[config.mk]
export PLATFORM = sky130hd
export DESIGN_NAME = agu_burst
export DESIGN_NICKNAME = d
export VERILOG_FILES = /design/src/rtl/agu_burst.sv
export SDC_FILE = /design/constraint.sdc
export NUM_CORES = 1
export LEC_CHECK = 0
export ABC_AREA = 1
export BUFFER_PORTS_ARGS = -buffer_cell sky130_fd_sc_hd__buf_2
export CORE_UTILIZATION = 53
export DETAILED_ROUTE_END_ITERATION = 10
export HOLD_SLACK_MARGIN = 0.12
export PLACE_DENSITY = 0.83
export SETUP_SLACK_MARGIN = 0.3
export SLEW_MARGIN = 10
export SYNTH_ARGS = -nofsm -noshare
export SYNTH_HDL_FRONTEND = slang
export SYNTH_SLANG_ARGS = --single-unit
[constraint.sdc]
create_clock -name clk -period 4.6 [get_ports clk]
set_input_delay 0.46 -clock clk [delete_from_list [all_inputs] [get_ports clk]]
set_output_delay 0.46 -clock clk [all_outputs]
set_load 0.02 [all_outputs]
[src/rtl/agu_burst.sv]
// Pipelined segment:offset address generation unit with registered valid/ready output
// and a string-burst mode that walks COUNT consecutive offsets by +/-STEP.
module agu_burst #(
    parameter int OFF_W     = 16,
    parameter int SEG_SHIFT = 4,
    parameter int ADDR_W    = OFF_W + SEG_SHIFT,
    parameter int CNT_W     = 8,
    parameter int STEP      = 1
) (
    input  logic              clk,
    input  logic              rst_n,
    input  logic              in_valid,
    output logic              in_ready,
    input  logic [2:0]        in_mode,
    input  logic [OFF_W-1:0]  in_seg,
    input  logic [OFF_W-1:0]  in_ip,
    input  logic [OFF_W-1:0]  in_rel,
    input  logic [OFF_W-1:0]  in_reg1,
    input  logic [OFF_W-1:0]  in_reg2,
    input  logic [CNT_W-1:0]  in_count,
    input  logic              in_dir,
    input  logic              abort,
    output logic              out_valid,
    input  logic              out_ready,
    output logic [ADDR_W-1:0] out_addr,
    output logic [OFF_W-1:0]  out_offset,
    output logic              out_last,
    output logic              out_wrap,
    output logic              out_carry
);

    // Handshake: a transfer happens on a rising edge where valid && ready are both 1.
    // Output fields hold while out_valid && !out_ready.
    localparam logic [0:0] S_IDLE  = 1'b0;
    localparam logic [0:0] S_BURST = 1'b1;

    localparam logic [OFF_W:0] STEP_V = (OFF_W+1)'(STEP);

    logic [0:0]        r_state;
    logic [CNT_W-1:0]  r_remaining;
    logic [OFF_W-1:0]  r_seg;
    logic              r_dir;
    logic              r_out_valid;
    logic [ADDR_W-1:0] r_addr;
    logic [OFF_W-1:0]  r_offset;
    logic              r_last;
    logic              r_wrap;
    logic              r_carry;

    logic [OFF_W+1:0]  w_ip_x;
    logic [OFF_W+1:0]  w_rel_x;
    logic [OFF_W+1:0]  w_reg1_x;
    logic [OFF_W+1:0]  w_reg2_x;
    logic [OFF_W+1:0]  w_off_sum;
    logic [OFF_W-1:0]  w_new_off;
    logic              w_new_wrap;
    logic [ADDR_W:0]   w_new_phys;
    logic [OFF_W:0]    w_step_sum;
    logic [ADDR_W:0]   w_step_phys;
    logic [CNT_W-1:0]  w_cnt_eff;
    logic [CNT_W-1:0]  w_new_rem;
    logic              w_accept;
    logic              w_out_hs;

    function automatic logic [ADDR_W:0] phys(input logic [OFF_W-1:0] seg,
                                             input logic [OFF_W-1:0] off);
        logic [ADDR_W:0] s;
        s = '0;
        s[SEG_SHIFT +: OFF_W] = seg;
        return s + {{(ADDR_W+1-OFF_W){1'b0}}, off};
    endfunction

    assign w_ip_x   = {2'b00, in_ip};
    assign w_rel_x  = {2'b00, in_rel};
    assign w_reg1_x = {2'b00, in_reg1};
    assign w_reg2_x = {2'b00, in_reg2};

    always_comb begin
        w_off_sum = '0;
        case (in_mode)
            3'd0:    w_off_sum = w_ip_x;
            3'd1:    w_off_sum = w_rel_x;
            3'd2:    w_off_sum = w_reg1_x;
            3'd3:    w_off_sum = w_reg1_x + w_rel_x;
            3'd4:    w_off_sum = w_reg1_x + w_reg2_x;
            3'd5:    w_off_sum = w_reg1_x + w_reg2_x + w_rel_x;
            3'd6:    w_off_sum = w_ip_x + w_rel_x;
            default: w_off_sum = w_reg1_x;
        endcase
    end

    // Three-operand sum can carry by up to 2, so any upper bit means the offset wrapped.
    assign w_new_off  = w_off_sum[OFF_W-1:0];
    assign w_new_wrap = |w_off_sum[OFF_W+1:OFF_W];
    assign w_new_phys = phys(in_seg, w_new_off);

    // Borrow on decrement shows up in the top bit exactly like carry on increment.
    assign w_step_sum  = r_dir ? ({1'b0, r_offset} - STEP_V) : ({1'b0, r_offset} + STEP_V);
    assign w_step_phys = phys(r_seg, w_step_sum[OFF_W-1:0]);

    assign w_cnt_eff = (in_count == '0) ? CNT_W'(1) : in_count;
    assign w_new_rem = w_cnt_eff - CNT_W'(1);

    assign in_ready = !abort && (r_state == S_IDLE) && (!r_out_valid || out_ready);
    assign w_accept = in_valid && in_ready;
    assign w_out_hs = r_out_valid && out_ready;

    always_ff @(posedge clk) begin
        if (!rst_n) begin
            r_state     <= S_IDLE;
            r_remaining <= '0;
            r_seg       <= '0;
            r_dir       <= 1'b0;
            r_out_valid <= 1'b0;
            r_addr      <= '0;
            r_offset    <= '0;
            r_last      <= 1'b0;
            r_wrap      <= 1'b0;
            r_carry     <= 1'b0;
        end else if (abort) begin
            r_out_valid <= 1'b0;
            r_state     <= S_IDLE;
            r_remaining <= '0;
        end else if (r_state == S_IDLE) begin
            if (w_accept) begin
                r_out_valid <= 1'b1;
                r_seg       <= in_seg;
                r_dir       <= in_dir;
                r_offset    <= w_new_off;
                r_wrap      <= w_new_wrap;
                r_addr      <= w_new_phys[ADDR_W-1:0];
                r_carry     <= w_new_phys[ADDR_W];
                if (in_mode == 3'd7) begin
                    r_remaining <= w_new_rem;
                    r_last      <= (w_new_rem == '0);
                    r_state     <= (w_new_rem != '0) ? S_BURST : S_IDLE;
                end else begin
                    r_remaining <= '0;
                    r_last      <= 1'b1;
                end
            end else if (w_out_hs) begin
                r_out_valid <= 1'b0;
            end
        end else if (w_out_hs) begin
            if (r_last) begin
                r_out_valid <= 1'b0;
                r_state     <= S_IDLE;
            end else begin
                r_offset    <= w_step_sum[OFF_W-1:0];
                r_wrap      <= w_step_sum[OFF_W];
                r_addr      <= w_step_phys[ADDR_W-1:0];
                r_carry     <= w_step_phys[ADDR_W];
                r_remaining <= r_remaining - CNT_W'(1);
                r_last      <= (r_remaining == CNT_W'(1));
            end
        end
    end

    assign out_valid  = r_out_valid;
    assign out_addr   = r_addr;
    assign out_offset = r_offset;
    assign out_last   = r_last;
    assign out_wrap   = r_wrap;
    assign out_carry  = r_carry;

endmodule

; Word level (Yosys, flattened, before mapping)
; Index checks and enable logic that the tools add are counted.
[op_classes]
n_addsub = 10
eq_ne = 10
muxes = 40
bitwise = 3
reduce_logical = 20
[op_table]
columns = operator, n
row1 = case mux 18 bit (6 select lines), 1
row2 = 2-to-1 mux 20 bit, 4
row3 = 2-to-1 mux 16 bit, 4
row4 = adder 16 x 16 -> 17 bit, 3
row5 = 2-to-1 mux 8 bit, 6
row6 = adder 20 x 16 -> 21 bit, 2
row7 = 2-to-1 mux 1 bit, 24
row8 = adder 17 x 16 -> 18 bit, 1
row9 = adder 16 x 1 -> 17 bit (second input constant), 1
row10 = 2-to-1 mux 17 bit, 1
row11 = subtractor 16 x 1 -> 17 bit (second input constant), 1
row12 = zero test 8 bit, 2
row13 = subtractor 8 x 1 -> 8 bit (second input constant), 2
row14 = == test 3 bit (second input constant), 4
row15 = AND reduction 3 bit, 4
row16 = == test 8 x 1 -> 1 bit (second input constant), 1
row17 = nonzero test 8 bit, 1
row18 = logical AND 1 bit, 4
row19 = inequality test 2 x 1 -> 1 bit (second input constant), 2
row20 = AND reduction 4 bit, 1
row21 = nonzero test 2 bit, 2
row22 = OR reduction 2 bit, 2
row23 = == test 3 x 1 -> 1 bit (second input constant), 1
row24 = == test 3 x 2 -> 1 bit (second input constant), 1
row25 = 5 further kinds, 8
[totals]
regBits = 66
input_bits = 97
out_inout_bits = 41
elab_cells = 93

; Longest topological paths before layout
; Gate-level depths: netlist of the first run.
[logic_depth]
depth_word = 8
ltp_mapped = 39
ltp_nobuf = 39

; Least setup slack after synthesis of the first run
; No wires, ideal clock.
[synth_path]
kind = in2reg
startpoint = input in_reg1[0]
endpoint = register r_addr[14], in the netlist out_addr[14]
setup_time_ns = 0.056
arrival_ns = 4.278
t_required_ns = 4.544
slack_ns = 0.267
cell_stages = 30
n_path_buf = 0
cell_sequence = ha_1 inv_1 fa_1 inv_1 nand3_1 nand2_1 nand2_1 nand2_1 xor2_1 ha_1 nand2_1 inv_1 a21oi_1 nand2_1 or2_2 nand3_1 nand4_1 o21ai_1 inv_1 ha_1 a21oi_1 nand2_1 a21boi_0 o21ai_0 a31oi_1 xor2_1 nand2_1 nand3_1 nand2_1 inv_1
[synth_between]
elab_chain_cells = 6
elab_cells_between_ends = 7
classes_between = 4 x add/sub / 3 x mux
[synth_lines]
columns = element, line
row1 = from (decl), 18  ; input logic [OFF_W-1:0] in_reg1,
row2 = adder 16 x 16 -> 17 bit, "85, 86"
row3 = adder 17 x 16 -> 18 bit, 86  ; 3'd5: w_off_sum = w_reg1_x + w_reg2_x + w_rel_x;
row4 = case mux 18 bit (6 select lines) *, 80  ; case (in_mode)
row5 = adder 20 x 16 -> 21 bit *, 70  ; return s + {{(ADDR_W+1-OFF_W){1'b0}}, off};
row6 = 2-to-1 mux 20 bit *, 125  ; if (w_accept) begin
row7 = 2-to-1 mux 20 bit *, 124  ; end else if (r_state == S_IDLE) begin
row8 = to (signal assigned), 131  ; r_addr <= w_new_phys[ADDR_W-1:0];
row9 = to (signal assigned), 151  ; r_addr <= w_step_phys[ADDR_W-1:0];
row10 = to (decl), 44  ; logic [ADDR_W-1:0] r_addr;
; Every way passes the cells marked *; elsewhere a longest branch is shown, timed or not. The select of a mux whose other input is x is not followed.
; A chain may end at the register's enable or synchronous reset.

; Worst setup path in the final report of the first run
[layout_path]
startpoint = input in_reg2[0]
endpoint = register r_addr[19], in the netlist out_addr[19]
[layout_between]
elab_chain_cells = 6
[layout_lines]
columns = element, line
row1 = from (decl), 19  ; input logic [OFF_W-1:0] in_reg2,
row2 = adder 16 x 16 -> 17 bit *, "85, 86"
row3 = adder 17 x 16 -> 18 bit, 86
row4 = case mux 18 bit (6 select lines) *, 80
row5 = adder 20 x 16 -> 21 bit *, 70
row6 = 2-to-1 mux 20 bit *, 125
row7 = 2-to-1 mux 20 bit *, 124
; Marks and branches as above.

==> results.md, run 1 <==
Final layout:
- Registers take 1240 µm².
- The finished cells cover 11200 µm².
- The count of antenna diodes in the layout is 0.
- The fill cell instance count of the final layout is 1311.
- The multi-input combinational cell area is 7010 µm².
- The area growth from synthesis to layout is 33.0%.
- The net total in the final layout is 1849.
- The fraction of final layout cells sized beyond drive strength 1 is 27.0%.

Global routing:
- The wire length of the first global-routing pass is 45.5 mm.
- The remaining global-route overflow is 0.
- The global routing usage summed across all routing layers is 35.3%.
- The pin count of the biggest net entering global routing is 48.
- The via count of the first global-routing pass came to 9342.
- The number of antenna violations at the first check in global routing is 0.

Synthesis:
- Counting distinct cell types in the post-synthesis netlist gives 52.
- By area the synthesized netlist is led by nand2_1, dfxtp_1, ha_1.
- The synthesized design devotes to its leading area cell type 18.6% of total area.
- Of the total synthesized cell area, the portion taken by full adders, half adders and majority gates is 15.1%.
- After synthesis, flip-flops and latches occupy 14.8% of the total area.
- The cell area that synthesis handed to floorplanning was 8410 µm².
- The Yosys step of the flow raised 0 warnings.
- Each instance of the synthesized netlist takes up on average 5.92 µm².
- The synthesized netlist devotes 3.54% of its cell area to XOR and XNOR gates.
- Counting every net in the synthesized netlist gives 1615.
- The largest area contributor in the netlist is nand2_1.
- The proportion of register bits with asynchronous set or reset after synthesis is 0%.
- The most common cell in the synthesized netlist is nand2_1.
- The synthesized netlist devotes 20.8% of its cell area to compound gates.
- The flip-flop and latch count after synthesis is 62.
- By area, the combinational part of the netlist is dominated by simple AND/OR/NAND/NOR gates.
- In the synthesized netlist the dominant register cell turns out to be dfxtp_1.
- The synthesized netlist devotes 34.6% of its cell area to simple gates.
- After technology mapping, the gate count stands at 1420.
- The number of enable flip-flop cells after synthesis is 0.
- The multiplexer share of the synthesized area is 0%.
- Counting instances in the post-synthesis netlist gives the leading cell types as nand2_1, inv_1, a21oi_1.

STA:
- Timing would allow up to 0.230 GHz.
- The shortest period the worst path allows is 4350 ps.
- The count of final hold-check violations is 0.
- The worst path meets setup with 255 ps of slack.
- The post-route worst hold slack is 428 ps.
- The accumulated negative setup slack is 0 ps.
- The share of the clock period used by the worst path after layout is 94.5%.
- In this run the tightest slew margin relative to its limit is 55.1%.
- The final worst clock skew is 4.35 ps.
- The number of pins with negative max-slew slack in the final report was 0.
- The transition time of the tightest slew-check pin is 672 ps.
- The number of setup violations in the final report is 0.
- Setup repair after global routing could not meet its margin everywhere.

CTS:
- Clock tree synthesis found a total of 62 sinks.
- The number of buffers inserted for hold repair after clock tree synthesis is 0.
- The CTS root buffer is clkbuf_16.
- The clock tree synthesis step divided the H-tree into 3 levels.
- The maximum count of clock buffers along a single path is 2.
- Clock-pin slew was measured on the worst setup and hold paths at 50 ps.
- TritonCTS built the clock tree.
- The total clock buffers created by CTS is 9.
- The clock reaches the later pin of the worst-skew pair after 330 ps.

Pwr:
- The power density relative to cell area is 259 nW/µm².
- The total chip power is 2.90 mW.
- The maximum vdd drop is 201 µV.
- The leakage power is 5.82 nW.

Place:
- After detailed placement, the total cell area comes to 9950 µm².
- OpenSTA, run right after detailed placement, puts the worst setup slack at -376 ps.
- The final RePlAce weighted congestion is 0.981.
- The wire-length estimate of the detail-placed layout is 23.4 mm.
- The count of buffers added on input and output ports is 137.

Die:
- The die is 128 µm tall.
- The number of core rows is 45.
- The die area is 16400 µm².
- Once the floorplan was initialized, standard cells occupied 54.7% of the core.
- Pin placement for this block handled 138 I/O pins.
- The horizontal extent of the die is 128 µm.
- The placeable core region is 15400 µm².

Routing:
- After detailed routing, the number of remaining DRC violations is 0.
- The total via count after detailed routing is 10700.
- The pre-antenna-repair detailed-routing pass consisted of 7 iterations.
- After the first detailed-routing iteration, the DRC count stood at 1120.
- The final routed wire length divided by cell count is 16.7 µm.
- Once detail routing completed, the nets flagged for antenna violations numbered 0.
- The routed wire length is 31.2 mm.
- The average via count per standard cell is 5.73.

Worst setup path:
- The largest stage delay on the critical path is 360 ps.
- For the worst setup path, the data arrival time is 4620 ps.
- The count of buffer and inverter cells on the critical path is 9.
- The family with the most delay on the worst path is simple AND/OR/NAND/NOR gates.
- The largest fanout on the critical path is 4.
- The critical path data required time is 4880 ps.
- The kind of end point of the critical path is a register.
- The library cell contributing the largest single delay on the critical path is fa_2.
- The startpoint type of the worst setup path is an input pin.
- The category of the critical setup timing path is input pin to register.
- The most numerous cell type found on the critical path is nand2_1.

Worst hold path:
- The class of the most critical hold timing path is input pin to register.

Outcome:
- The flow ran to the end, and the final reports show no timing, DRC or antenna violations.

Run:
- Max-cap violations in this run came to 0.
==> logic make-up after synthesis <==
logic type      Yosys count
simple gates            679
compound gates          309
buf+inv                 238
fa+ha+maj                98
flops                    62
xor+xnor                 34
==> registers in the layout (all words and copies together), names as in the netlist <==
signal	count
out_wrap	1
out_valid	1
r_state	1
out_carry	1
out_offset	12
out_addr	20
r_seg	16
r_remaining	8
r_dir	1
out_last	1
==> metrics by stage <==
stage	std cells	util (%)
floorplan	1420	-
global placement	1834	64.7
detailed placement	1834	64.7
CTS	1856	68.3
global route	1870	72.8
finish	1870	72.8
==> timing repair <==
| item | 4_1_cts | 5_1_grt |
|---|---|---|
| endpoints found under the setup margin | 12 | 12 |
| pin swaps | 9 | 68 |
| gates resized for setup | 50 | 132 |
| cloned | 0 | 0 |
| setup buffers | 6 | 14 |
==> layer usage <==
layer  GRT usage, %  up-vias  wire (µm)
met3           9.64      125       3200
met2           56.6      606      14100
li1               -     5178          -
met1           45.0     4806      12600
met4           13.5        0       1260
met5              0        -          0
==> worst min-delay path: stages <==
cell,delay [ps]
buf_2,130
nand2_1,70
a21oi_1,50
==> layout by cell type (no fill, tap or decap), types with 10 or more instances in the layout <==
| master | instances |
|---|---|
| dfxtp_1 | 62 |
| a21oi_2 | 18 |
| nand2_2 | 34 |
| ha_4 | 26 |
| nor2_1 | 60 |
| inv_1 | 179 |
| nand3b_1 | 10 |
| xnor2_1 | 13 |
| xor2_1 | 17 |
| or2_2 | 14 |
| nand3_1 | 105 |
| nor3_1 | 11 |
| inv_2 | 17 |
| o21ai_1 | 14 |
| nand4_1 | 18 |
| o211ai_1 | 10 |
| a31oi_1 | 11 |
| nand2_1 | 382 |
| ha_1 | 64 |
| a21oi_1 | 126 |
| buf_4 | 118 |
| o21ai_0 | 70 |
| nand3_2 | 12 |
| buf_2 | 135 |
==> power by group <==
part,leakage [nW],switching [mW],internal (mW)
clock network,0.132,0.244,0.376
registers,0.506,0.0195,0.564
logic,5.19,0.959,0.734
total,5.82,1.22,1.67
==> final timing paths <==
| kind | startpoint | endpoint | slack, ps | cells past startpoint |
|---|---|---|---|---|
| max | in_reg2[0] | out_addr[19] | 250 | 34 |
| min | in_seg[4] | r_seg[4] | 430 | 3 |
| max reg2reg | out_addr[0] | out_addr[19] | 730 | 20 |
| min reg2reg | r_seg[11] | r_seg[11] | 470 | 2 |
==> final cells by class <==
type	count	share of cell area [%]
inverter	201	6.77
tap	211	2.36
multi-input combinational	1120	62.6
sequential	62	11.1
clock buffer	12	2.20
timing repair buffer	260	14.8
clock inverter	4	0.201
Power figures use the tool's default switching activity.
==> run 2, diff against run 1 <==
--- a/config.mk
+++ b/config.mk
@@ -7,10 +7,11 @@
 export LEC_CHECK = 0
 export ABC_AREA = 1
 export BUFFER_PORTS_ARGS = -buffer_cell sky130_fd_sc_hd__buf_2
-export CORE_UTILIZATION = 53
+export CORE_MARGIN = 2
+export CORE_UTILIZATION = 55
 export DETAILED_ROUTE_END_ITERATION = 10
 export HOLD_SLACK_MARGIN = 0.12
-export PLACE_DENSITY = 0.83
+export PLACE_DENSITY = 0.82
 export SETUP_SLACK_MARGIN = 0.3
 export SLEW_MARGIN = 10
 export SYNTH_ARGS = -nofsm -noshare
==> constraint.sdc (replaced) <==
create_clock -name clk -period 4.8 [get_ports clk]
set_input_delay 0.48 -clock clk [delete_from_list [all_inputs] [get_ports clk]]
set_output_delay 0.48 -clock clk [all_outputs]
set_load 0.02 [all_outputs]
==> run 2 against run 1 <==
- via count is 1.2% lower
- die area is 0.48% lower
- final cell count is 4.2% lower
- worst setup slack better by 63 ps
- largest cell class unchanged
- power is 9.1% lower
- clock-buffer cell count is 1 lower
- clock power is 4.4% lower
- critical path depth is 2 higher
- routed wire length is 4.6% lower
- combinational power is 12% lower
- core utilization is 2.7 points lower
- global-route usage is 1.5 points lower
==> results.md, run 2 (same netlist as run 1, synthesis figures left out) <==
Die:
- The placeable core region is 15100 µm² (-1.8%).
- The die span in y is 128 µm (-0.24%).
- The starting utilization of the core area was 55.8% (+1.0 points).
- The horizontal extent of the die came to 128 µm (-0.24%).
- The number of placed I/O pins is 138 (unchanged).
- The number of core rows is 45 (unchanged).
- The die area is 16300 µm² (-0.48%).

CTS:
- The total clock buffers created by CTS is 9 (unchanged).
- The clock sink count is 62 (unchanged).
- The clock network latency to the later pin of the worst-skew pair is 330 ps (about the same).
- The clock-pin slew of the registers on the worst-case setup and hold paths is 50 ps (about the same).
- The number of buffers inserted for hold repair after clock tree synthesis is 0 (unchanged).
- The maximum count of clock buffers along a single path came to 2 (unchanged).
- The H-tree depth is 3 (unchanged).
- TritonCTS built the clock tree.
- The cell sitting at the root of the clock tree is a clkbuf_16.

Place:
- The total of buffers placed on input and output ports is 137 (unchanged).
- The pre-CTS worst setup slack is -268 ps (+109 ps).
- The half-perimeter wire length of the detailed placement result is 22.6 mm (-3.2%).
- The final RePlAce weighted congestion is 1.04 (+5.7%).

STA:
- The count of final hold-check violations is 0 (unchanged).
- For the finished layout, the period the worst path requires is 4480 ps.
- The accumulated negative setup slack is 0 ps (unchanged).
- The number of setup violations in the final report was 0 (unchanged).
- The maximum clock frequency is 0.223 GHz.
- The final worst clock skew is 3.89 ps (-0.458 ps).
- The final setup slack of the worst path came to 318 ps (+62.9 ps).
- The number of pins with negative max-slew slack in the final report is 0 (unchanged).
- Dividing the final minimum period by the clock period gives 93.4%.
- The transition time of the tightest slew-check pin is 670 ps (-2.28 ps).
- Setup repair after global routing could not meet its margin everywhere.
- The normalized max-slew margin is 55.3% (+0.15 points).

Global routing:
- The global routing usage summed across all routing layers is 33.8% (-1.5 points).
- The via count of the first global-routing pass is 9175 (-1.8%).
- The wire length of the first global-routing pass was 44.7 mm (-2.0%).
- The number of antenna violations at the first check in global routing is 0 (unchanged).
- The remaining global-route overflow is 0 (unchanged).
- The pin count of the biggest net entering global routing is 49 (+2.1%).

Final layout:
- The fill cell instance count of the final layout is 1307 (-0.31%).
- The library cell used most frequently in the layout, excluding fill and tap cells, is nand2_1.
- The count of antenna diodes in the layout is 0 (unchanged).
- The fraction of final layout cells sized beyond drive strength 1 is 22.8% (-4.2 points).
- The number of flip-flops under the largest register name is 20 (unchanged).
- The net total in the final layout came to 1794 (-3.0%).
- The area growth from synthesis to layout is 25.8%.
- Leaving out fill and tap cells, the most frequent cells in the layout are nand2_1, inv_1, buf_2, a21oi_1, nand3_1.

Worst setup path:
- STA classifies the critical path startpoint as an input pin.
- Among all stages on the critical path, the largest delay is contributed by fa_2.
- The category of the critical setup timing path is input pin to register.
- The critical path data required time is 5030 ps (+150 ps).
- The kind of end point of the critical path is a register.
- The critical path's most frequent cell is nand2_1.
- The depth of the worst register-to-register path was 21 (+5.0%).
- The largest stage delay on the critical path came to 370 ps (about the same).
- The largest fanout on the critical path was 5 (+1).
- The worst path arrival time is 4720 ps (+100 ps).

Pwr:
- The power density relative to cell area is 249 nW/µm² (-3.9%).
- The switching power as a share of total power is 43.0% (+0.83 points).
- The maximum vdd drop is 184 µV (-8.6%).
- The leakage power is 5.55 nW (-4.7%).
- The share of total power in the clock network came to 22.5% (+1.1 points).
- The reported net switching power is 1.13 mW (-7.4%).
- The cell internal power dissipation is 1.50 mW (-10%).
- The power share of the sequential group is 21.2% (+1.1 points).
- The part of the total power dissipated in combinational logic is 56.2% (-2.2 points).

Routing:
- The total via count after detailed routing is 10600 (-1.2%).
- The routed wire length came to 29.8 mm (-4.6%).
- The average via count per standard cell was 5.91 (+3.1%).
- The final routed wire length divided by cell count is 16.6 µm (-0.34%).
- The DRC violation total after the first TritonRoute iteration is 1134 (+1.3%).
- The number of detailed-routing iterations run before antenna repair is 7 (unchanged).
- The DRC violation count after routing is 0 (unchanged).
- The number of routed nets with antenna violations is 0 (unchanged).

Outcome:
- The run finished with clean final reports.

Run:
- The number of max-cap violations was 0 (unchanged).

Worst hold path:
- In this run the worst hold path is classified as input pin to register.
- The hold path depth is 3 (unchanged).
## run 2: cell types whose count changed in the layout (fill, tap and decap cells not counted), sizes merged
| cell | delta |
|---|---|
| buf | -55 |
| clkbuf | -1 |
| clkinv | +1 |
| clkinvlp | -1 |
## run 2: worst max-delay path: cells and delay by family
kind,cells,cell delay (ps)
buffers and inverters,7,540
xor gates and xnor gates,1,120
adders and majority gates,4,1090
and+or+nand+nor,24,2480
## run 2: power by group through the flow
stage	Clock [mW]	Sequential (mW)	Combinational, mW
global route	0.617	0.561	1.61
CTS	0.595	0.558	1.22
global placement	0	0.568	1.18
finish	0.593	0.559	1.48
floorplan	0	0.586	0.766
detailed placement	0	0.569	1.20
## run 2: repair_timing
item | 4_1_cts | 5_1_grt
setup endpoints to repair | 9 | 12
resized for setup | 12 | 137
setup buffers | 0 | 8
pin swaps | 4 | 46
## run 2: per-layer routing
metal  routed length, µm  GRT usage, %
met1               12500          46.6
met2               13300          55.1
met3                2810          4.97
met4                1130          9.50
met5                   0             0
## run 2: metrics by stage
stage               hold slack [ps]  total power [mW]  cells  utilization [%]  instance area, µm²
finish                          432              2.63   1791             70.1               10600
detailed placement              464              1.77   1768             63.6                9600
global placement                458              1.75   1768             63.6                9600
global route                    439              2.79   1791             70.1               10600
CTS                             424              2.37   1783             65.6                9900
floorplan                       445              1.35   1420                -                8410
## run 2: final timing paths
| kind | start | to | slack, ps |
|---|---|---|---|
| max | in_reg1[0] | out_addr[19] | 320 |
| min | in_seg[2] | r_seg[2] | 430 |
| max reg2reg | r_dir | out_addr[19] | 940 |
| min reg2reg | r_seg[5] | r_seg[5] | 470 |
## run 2: area by class of cell
cell class	count	area, µm²	share of cell area [%]
Tap cell	188	235	2.22
Timing Repair Buffer	205	1200	11.4
Clock buffer	11	243	2.29
Inverter	201	759	7.18
Sequential cell	62	1240	11.7
Multi-Input combinational cell	1120	6880	65.0
Clock inverter	4	23.8	0.225
